File: src/rtl/mc_control_fsm.sv
// mc_control_fsm: multi-cycle control sequencer for the MIPS core.
// Steps each instruction through fetch / decode / execute / memory / writeback
// and drives the datapath control lines from the current state.
// Optional feature macro: MC_HALF_LOAD_EN (lh/lhu halfword loads).
module mc_control_fsm (
  input  logic       clk,
  input  logic       reset_n,
  input  logic [5:0] op_code,
  input  logic       mem_ready,
  output logic       pc_write,
  output logic       pc_write_cond,
  output logic       pc_source,
  output logic       i_or_d,
  output logic       ir_write,
  output logic       mem_read,
  output logic       mem_write,
  output logic       mem_to_reg,
  output logic       reg_dst,
  output logic       reg_write,
  output logic       alu_src_a,
  output logic [1:0] alu_src_b,
  output logic [1:0] alu_op,
  output logic       half,
  output logic       half_unsigned,
  output logic       illegal_op,
  output logic [3:0] state
);

  localparam int unsigned OP_W    = 6;
  localparam int unsigned STATE_W = 4;

  localparam logic [OP_W-1:0] OP_RTYPE = 6'b000000;
  localparam logic [OP_W-1:0] OP_ADDI  = 6'b001000;
  localparam logic [OP_W-1:0] OP_LW    = 6'b100011;
  localparam logic [OP_W-1:0] OP_SW    = 6'b101011;
  localparam logic [OP_W-1:0] OP_BEQ   = 6'b000100;
`ifdef MC_HALF_LOAD_EN
  localparam logic [OP_W-1:0] OP_LH    = 6'b100001;
  localparam logic [OP_W-1:0] OP_LHU   = 6'b100101;
`endif

  typedef enum logic [STATE_W-1:0] {
    S_FETCH     = 4'd0,
    S_DECODE    = 4'd1,
    S_MEM_ADDR  = 4'd2,
    S_MEM_READ  = 4'd3,
    S_MEM_WB    = 4'd4,
    S_MEM_WRITE = 4'd5,
    S_R_EXEC    = 4'd6,
    S_R_WB      = 4'd7,
    S_BRANCH    = 4'd8,
    S_ADDI_EXEC = 4'd9,
    S_ADDI_WB   = 4'd10
  } state_t;

  state_t          state_q;
  state_t          state_d;
  state_t          dec_target;
  logic            op_legal;
  logic [OP_W-1:0] op_q;

  assign state = state_q;

  // State register; reset forces FETCH without waiting for a clock edge
  always_ff @(posedge clk or negedge reset_n) begin
    if (!reset_n) begin
      state_q <= S_FETCH;
    end else begin
      state_q <= state_d;
    end
  end

  // Opcode capture; only the DECODE cycle samples op_code
  always_ff @(posedge clk or negedge reset_n) begin
    if (!reset_n) begin
      op_q <= '0;
    end else if (state_q == S_DECODE) begin
      op_q <= op_code;
    end
  end

  // Opcode decode: dispatch target and legality of the live op_code
  always_comb begin
    dec_target = S_FETCH;
    op_legal   = 1'b1;
    unique case (op_code)
      OP_RTYPE: dec_target = S_R_EXEC;
      OP_ADDI:  dec_target = S_ADDI_EXEC;
      OP_LW,
      OP_SW:    dec_target = S_MEM_ADDR;
      OP_BEQ:   dec_target = S_BRANCH;
`ifdef MC_HALF_LOAD_EN
      OP_LH,
      OP_LHU:   dec_target = S_MEM_ADDR;
`endif
      default: begin
        dec_target = S_FETCH;
        op_legal   = 1'b0;
      end
    endcase
  end

  // Next-state logic; memory states hold until mem_ready
  always_comb begin
    state_d = S_FETCH;
    case (state_q)
      S_FETCH:     state_d = mem_ready ? S_DECODE : S_FETCH;
      S_DECODE:    state_d = dec_target;
      S_MEM_ADDR:  state_d = (op_q == OP_SW) ? S_MEM_WRITE : S_MEM_READ;
      S_MEM_READ:  state_d = mem_ready ? S_MEM_WB : S_MEM_READ;
      S_MEM_WB:    state_d = S_FETCH;
      S_MEM_WRITE: state_d = mem_ready ? S_FETCH : S_MEM_WRITE;
      S_R_EXEC:    state_d = S_R_WB;
      S_R_WB:      state_d = S_FETCH;
      S_BRANCH:    state_d = S_FETCH;
      S_ADDI_EXEC: state_d = S_ADDI_WB;
      S_ADDI_WB:   state_d = S_FETCH;
      default:     state_d = S_FETCH;
    endcase
  end

  // Datapath control outputs decoded from the current state
  always_comb begin
    pc_write      = 1'b0;
    pc_write_cond = 1'b0;
    pc_source     = 1'b0;
    i_or_d        = 1'b0;
    ir_write      = 1'b0;
    mem_read      = 1'b0;
    mem_write     = 1'b0;
    mem_to_reg    = 1'b0;
    reg_dst       = 1'b0;
    reg_write     = 1'b0;
    alu_src_a     = 1'b0;
    alu_src_b     = 2'b00;
    alu_op        = 2'b00;
    half          = 1'b0;
    half_unsigned = 1'b0;
    illegal_op    = 1'b0;
    case (state_q)
      S_FETCH: begin
        mem_read  = 1'b1;
        alu_src_b = 2'b01;
        // Loads are blocked while reset is held so no PC/IR update escapes
        ir_write  = mem_ready & reset_n;
        pc_write  = mem_ready & reset_n;
      end
      S_DECODE: begin
        alu_src_b  = 2'b11;
        illegal_op = ~op_legal;
      end
      S_MEM_ADDR: begin
        alu_src_a = 1'b1;
        alu_src_b = 2'b10;
      end
      S_MEM_READ: begin
        mem_read = 1'b1;
        i_or_d   = 1'b1;
      end
      S_MEM_WB: begin
        reg_write  = 1'b1;
        mem_to_reg = 1'b1;
      end
      S_MEM_WRITE: begin
        mem_write = 1'b1;
        i_or_d    = 1'b1;
      end
      S_R_EXEC: begin
        alu_src_a = 1'b1;
        alu_op    = 2'b10;
      end
      S_R_WB: begin
        reg_write = 1'b1;
        reg_dst   = 1'b1;
      end
      S_BRANCH: begin
        alu_src_a     = 1'b1;
        alu_op        = 2'b01;
        pc_write_cond = 1'b1;
        pc_source     = 1'b1;
      end
      S_ADDI_EXEC: begin
        alu_src_a = 1'b1;
        alu_src_b = 2'b10;
      end
      S_ADDI_WB: begin
        reg_write = 1'b1;
      end
      default: begin
        alu_src_b = 2'b00;
      end
    endcase
`ifdef MC_HALF_LOAD_EN
    // Halfword select follows the latched load opcode through the load path
    if ((state_q == S_MEM_ADDR) || (state_q == S_MEM_READ) || (state_q == S_MEM_WB)) begin
      half          = (op_q == OP_LH) || (op_q == OP_LHU);
      half_unsigned = (op_q == OP_LHU);
    end
`endif
  end

endmodule

File: config.mk
export PLATFORM = sky130hd
export DESIGN_NAME = mc_control_fsm
export DESIGN_NICKNAME = d
export VERILOG_FILES = /design/src/rtl/mc_control_fsm.sv
export SDC_FILE = /design/constraint.sdc
export NUM_CORES = 1
export LEC_CHECK = 0
export BUFFER_PORTS_ARGS = -buffer_cell sky130_fd_sc_hd__buf_2
export CORE_MARGIN = 2
export CORE_UTILIZATION = 52
export CTS_BUF_LIST = sky130_fd_sc_hd__clkbuf_4 sky130_fd_sc_hd__clkbuf_8
export DETAILED_ROUTE_END_ITERATION = 10
export PLACE_DENSITY = 0.84
export SLEW_MARGIN = 20
export SYNTH_ARGS = -nofsm -noshare
export SYNTH_HDL_FRONTEND = slang
export SYNTH_SLANG_ARGS = --single-unit
File: constraint.sdc
create_clock -name clk -period 2.45 [get_ports clk]
set_input_delay 0.1225 -clock clk [delete_from_list [all_inputs] [get_ports clk]]
set_output_delay 0.1225 -clock clk [all_outputs]
set_load 0.05 [all_outputs]
==> flow_summary.yaml, run 1 <==
global_routing:
  top_usage_layer: "met2"
  globalRouteMet2Util_pct: 35.3
  grtUsageMet1_pct: 23.1
  grt_pass1_wl_mm: 2.70
  antenna_found_initial: 0
  grt_overflow: 0
  grt_usage_pct: 20.3
  grt_max_degree: 19
  grt_pass1_vias: 632
  met3_usage_pct: 8.70
routing:
  drc: 0
  first_pass_iters: 4
  routed_wirelength_mm: 1.62
  routedWlPerCell_um: 13.5
  viasPerCell: 5.68
  num_vias: 681
  ant_nets: 0
  drt_iter0_drc: 20
synth:
  syn_area_um2: 744
  yosysUniqueCellTypes: 35
  ys_seq_elements: 10
  syn_avg_cell_area_um2: 9.08
  yosysSeqAreaShare_pct: 33.6
  syn-instance-count: 82
  ys.warnings.count: 0
floorplanning:
  die_h_um: 41.8
  io-pin-count: 31
  row_count: 13
  die_area_um2: 1750
  fp.coreArea_um2: 1320
  die_w_um: 41.8
  initial_core_util_pct: 56.5
clock_tree:
  numCtsBuffers: 3
  root_buffer: "clkbuf_4"
  clk_latency_ns: 0.25
  cts_tree: "yes"
  cts_resized: 0
  clk_pin_slew_worst_paths_ns: 0.06
  h-tree-depth: 1
  post_cts_buffers: 0
  cts_buffer_depth: 2
  cts_sinks: 10
sta:
  setup_viol: 0
  grt_setup_unrepaired: "no"
  hold_ws_ns: 0.141
  finalSetupTns_ns: 0
  tightest_slew_ns: 0.623
  final.min_clock_period_ns: 2.05
  min_period_over_period_pct: 83.6
  hold_viol: 0
  fin_skew_ns: 0.00299
  max_freq_ghz: 0.488
  setup_ws_ns: 0.401
  slew_headroom_pct: 58.5
  finalMaxSlewViolations: 0
layout:
  insertedDiodeCount: 0
  layout-drive-gt1-share_pct: 40.0
  area_growth_pct: 19.3
  num-nets-final: 116
  fillers: 112
setup_path:
  cp_max_fo: 18
  worst-setup-path-type: "reg2out"
  critPathLaunchType: "register"
  worstPathRequired_ns: 2.33
  cp.arrival_ns: 1.93
  cp-end-kind: "output port"
run:
  drv_cap: 0
power:
  p_leak_nw: 0.421
  pwr_density_cell_nw_per_um2: 1490
  peakVddDrop_mv: 0.847
outcome:
  outcome: "finished clean"
placement:
  dpl_worst_slack_ns: 0.678
  numPortBuffers: 28
  place_congestion: 0.792
  hpwlAfterDp_mm: 1.27
hold_path:
  worstHoldPathType: "in2reg"
[area by class of cell]
class / count / area [µm²] / area share (%)
clock buffer: 3 / 22.5 / 2.54
timing repair buffer: 29 / 150 / 16.9
tap: 15 / 18.8 / 2.11
multi-input combinational: 61 / 439 / 49.4
sequential: 10 / 250 / 28.2
inverter: 2 / 7.51 / 0.845
[sequential cells by signal, indices dropped and copies added (netlist names)]
register	cells
state	4
op_q	6
[worst max-delay path, stage by stage (launching register included)]
cell and delay (ns):
dfrtp_1 0.74, nor2b_1 0.40, nand2b_1 0.12, a21oi_1 0.13
buf_2 0.28
[report_power, final]
group	switching, mW	total [mW]	internal (mW)	leakage (nW)
registers	0.127	0.365	0.238	0.123
logic	0.573	0.857	0.284	0.283
clock network	0.0455	0.102	0.0561	0.0138
total	0.745	1.32	0.578	0.421
[kinds of logic (layout without fill, tap and decap cells)]
kind of cell           count (synthesis)  in the layout  share of synthesized area (%)
AND/OR/NAND/NOR                       33             33                           27.6
AO/OA/AOI/OAI                         16             16                           14.3
buffers and inverters                 12             34                           9.92
flip-flops                            10             10                           33.6
multiplexers                           8              8                           11.8
XOR/XNOR                               2              2                           2.35
other                                  1              2                          0.504
[final timing paths]
kind	slack [ns]	to	startpoint	cells past startpoint
max	0.40	alu_src_b[1]	state[1]	4
min	0.14	op_q[1]	op_code[1]	2
max reg2reg	0.65	state[0]	state[1]	4
min reg2reg	0.51	op_q[3]	op_q[3]	1
max in group asynchronous	1.97	op_q[5]	reset_n	2
min in group asynchronous	0.28	op_q[0]	reset_n	2
[Yosys cell counts]
library cell  count  area (µm²)
a2111oi_0         1        8.76
a21o_1            1        7.51
a21oi_1           2        10.0
a22oi_1           2        15.0
a2bb2oi_1         1        8.76
a31o_1            1        8.76
a31oi_1           1        6.26
and3_1            1        6.26
and3b_1           1        8.76
buf_2             2        10.0
buf_4             5        37.5
buf_6             1        11.3
clkbuf_1          2        7.51
conb_1            1        3.75
dfrtp_1          10         250
inv_1             2        7.51
mux2_2            6        67.6
mux2i_1           2        20.0
nand2_1           3        11.3
nand2b_1          5        31.3
nand3_1           3        15.0
nand3b_1          1        7.51
nor2_1            5        18.8
nor2b_1           1        6.26
nor3_1            8        40.0
nor3b_1           1        7.51
nor3b_2           1        12.5
nor4_1            1        6.26
nor4b_4           1        23.8
nor4bb_1          1        10.0
o21a_1            1        7.51
o21ai_0           3        15.0
o21ai_1           2        10.0
o311ai_1          1        8.76
xnor2_1           2        17.5
[cell usage in the layout (no fill, tap or decap), types with 3 or more instances in the layout]
cell type	netlist	layout
buf_2	2	28
mux2_2	6	6
nand2_1	3	3
nor2_1	5	5
nand2b_1	5	5
nand3_1	3	3
dfrtp_1	10	10
clkbuf_4	0	3
nor3_1	8	6
o21ai_0	3	3
[stage by stage]
stage,instances,util (%),total power [mW],area [µm²]
after CTS,120,67.4,1.33,888
after floorplan,83,-,1.08,763
after detailed placement,116,65.0,1.23,856
after global routing,120,67.4,1.39,888
after global placement,116,65.0,1.20,856
final,120,67.4,1.32,888
[repair_timing]
action | in CTS | in global routing
endpoints found under the setup margin | 0 | 0
endpoints found under the hold margin | 10 | 0
hold buffers | 1 | 0
[per-layer routing]
metal	vias to the layer above	routed length [µm]
met2	19	840
met4	0	15
met1	317	665
met3	2	93
li1	343	-
met5	-	0
No activity file was read; power rests on OpenSTA's default activity.
==> run 2: changes to the inputs <==
CORE_UTILIZATION = 49   (was 52)
PLACE_DENSITY = 0.79   (was 0.84)
clock period = 2 ns   (was 2.45 ns; I/O delays follow)
==> run 2 against run 1 <==
  * Combinational power up 45%
  * Utilization down 2.0 points
  * Flip-flop and latch count unchanged
  * Critical endpoint is now reg_write
==> flow_summary.yaml, run 2 (synthesis results as in run 1) <==
outcome:
  outcome: "finished clean"
setup_path:
  cp-end-kind: "output port"
  cp.buffers_inverters: 1
  cp.arrival_ns: 1.74
  r2r_setup_slack_ns: 0.37
  worst-setup-path-type: "reg2out"
  cp_num_cells: 4
  r2r-end: "state[1]"
  reg2reg_from: "state[3]"
  cp_max_fo: 13
  worstPathRequired_ns: 1.90
  timing.critical_path.cells: "nand2b_1 > mux2i_1 > a21o_1 > buf_2"
  cp_top_family: "flip-flops"
  cp_slowest_stage_delay_ns: 0.61
  cpMaxStageDelayCell: "dfrtp_1"
  critPathLaunchType: "register"
  rr_worst_depth: 6
hold_path:
  min_path_cells: 2
  worstHoldPathType: "in2reg"
  whs_endpoint: "op_q[5]"
  hold_start: "op_code[5]"
placement:
  dpl_worst_slack_ns: 0.322
  place_congestion: 0.799
  numPortBuffers: 28
  hpwlAfterDp_mm: 1.24
  placed_cell_area_um2: 893
sta:
  grt_setup_unrepaired: "no"
  min_period_over_period_pct: 92.2
  setup_ws_ns: 0.156
  setup_viol: 0
  final.min_clock_period_ns: 1.84
  hold_ws_ns: 0.104
  fin_skew_ns: 0.00178
  hold_viol: 0
  max_freq_ghz: 0.542
  finalMaxSlewViolations: 0
layout:
  final_common_cell: "buf_2"
  regMostFlops: "op_q"
  num-nets-final: 121
  area_growth_pct: 29.4
  largest_reg_flops: 6
  layout-drive-gt1-share_pct: 47.7
  insertedDiodeCount: 0
  final_area_um2: 963
  layout_common_cells: "28 x buf_2, 9 x dfrtp_1, 6 x mux2_2"
routing:
  ant_nets: 0
  first_pass_iters: 4
  drc: 0
  drt_iter0_drc: 10
  viasPerCell: 5.48
  num_vias: 696
  routed_wirelength_mm: 1.65
  routedWlPerCell_um: 13.0
clock_tree:
  clk_latency_ns: 0.27
  cts_tree: "yes"
  root_buffer: "clkbuf_4"
  clk_pin_slew_worst_paths_ns: 0.07
  cts_buffer_depth: 2
  numCtsBuffers: 3
  cts_sinks: 10
  h-tree-depth: 1
floorplanning:
  die_area_um2: 1850
  die_w_um: 43.0
  initial_core_util_pct: 50.6
  fp.coreArea_um2: 1470
  row_count: 14
  io-pin-count: 31
  die_h_um: 43.0
global_routing:
  grt_usage_pct: 19.1
  antenna_found_initial: 0
  grt_pass1_wl_mm: 2.66
  grt_overflow: 0
  grt_pass1_vias: 596
  grt_max_degree: 16
power:
  p_leak_nw: 0.457
  power_mw: 1.80
  peakVddDrop_mv: 0.959
  pwr_density_cell_nw_per_um2: 1870
run:
  drv_cap: 0
==> run 2: area by class of cell <==
class	count	area (µm²)
well taps	16	20.0
clock buffers	4	36.3
repair buffers	34	188
inverters	2	7.51
fillers	128	508
flip-flops and latches	10	251
multi-input cells	61	460
==> run 2: worst max-delay path by stage <==
| stage | start | to | slack, ns |
|---|---|---|---|
| after global routing | state[3] | reg_write | 0.04 |
| after global placement | state[2] | state[1] | 0.39 |
| final | state[3] | reg_write | 0.16 |
| after detailed placement | state[2] | state[1] | 0.32 |
| after floorplan | state[3] | alu_op[0] | -0.25 |
| after CTS | state[2] | reg_write | 0.07 |
==> run 2: power by group <==
| part | total, mW | switching, mW | internal [mW] |
|---|---|---|---|
| registers | 0.373 | 0.0796 | 0.294 |
| clock network | 0.185 | 0.0740 | 0.111 |
| logic | 1.24 | 0.808 | 0.434 |
==> run 2: routing by layer <==
metal | vias to the layer above | part of all wire (%) | global-route usage, %
met3 | 4 | 6.7 | 2.13
met1 | 313 | 44 | 24.4
met4 | 0 | 1.9 | 11.5
met5 | - | 0 | 0
li1 | 348 | - | -
met2 | 31 | 47 | 30.6
==> run 2: timing repair <==
action	in CTS	in global routing
endpoints found under the hold margin	10	0
hold buffers	1	0
resized for setup	0	1
endpoints found under the setup margin	0	3
setup buffers	0	3
==> run 2: metrics by stage <==
| stage | utilization (%) | instances | setup TNS, ns |
|---|---|---|---|
| after CTS | 63.9 | 124 | 0 |
| after global routing | 65.5 | 127 | 0 |
| after global placement | 60.7 | 119 | 0 |
| final | 65.5 | 127 | 0 |
| after detailed placement | 60.7 | 119 | 0 |
| after floorplan | - | 83 | -0.927 |
==> run 2: worst reg2reg max path, delay by kind of cell (launching register included) <==
family                 cells  cell delay (ns)
AND/OR/NAND/NOR            2             0.53
flip-flops                 1             0.53
AO/OA/AOI/OAI              2             0.19
buffers and inverters      2             0.29
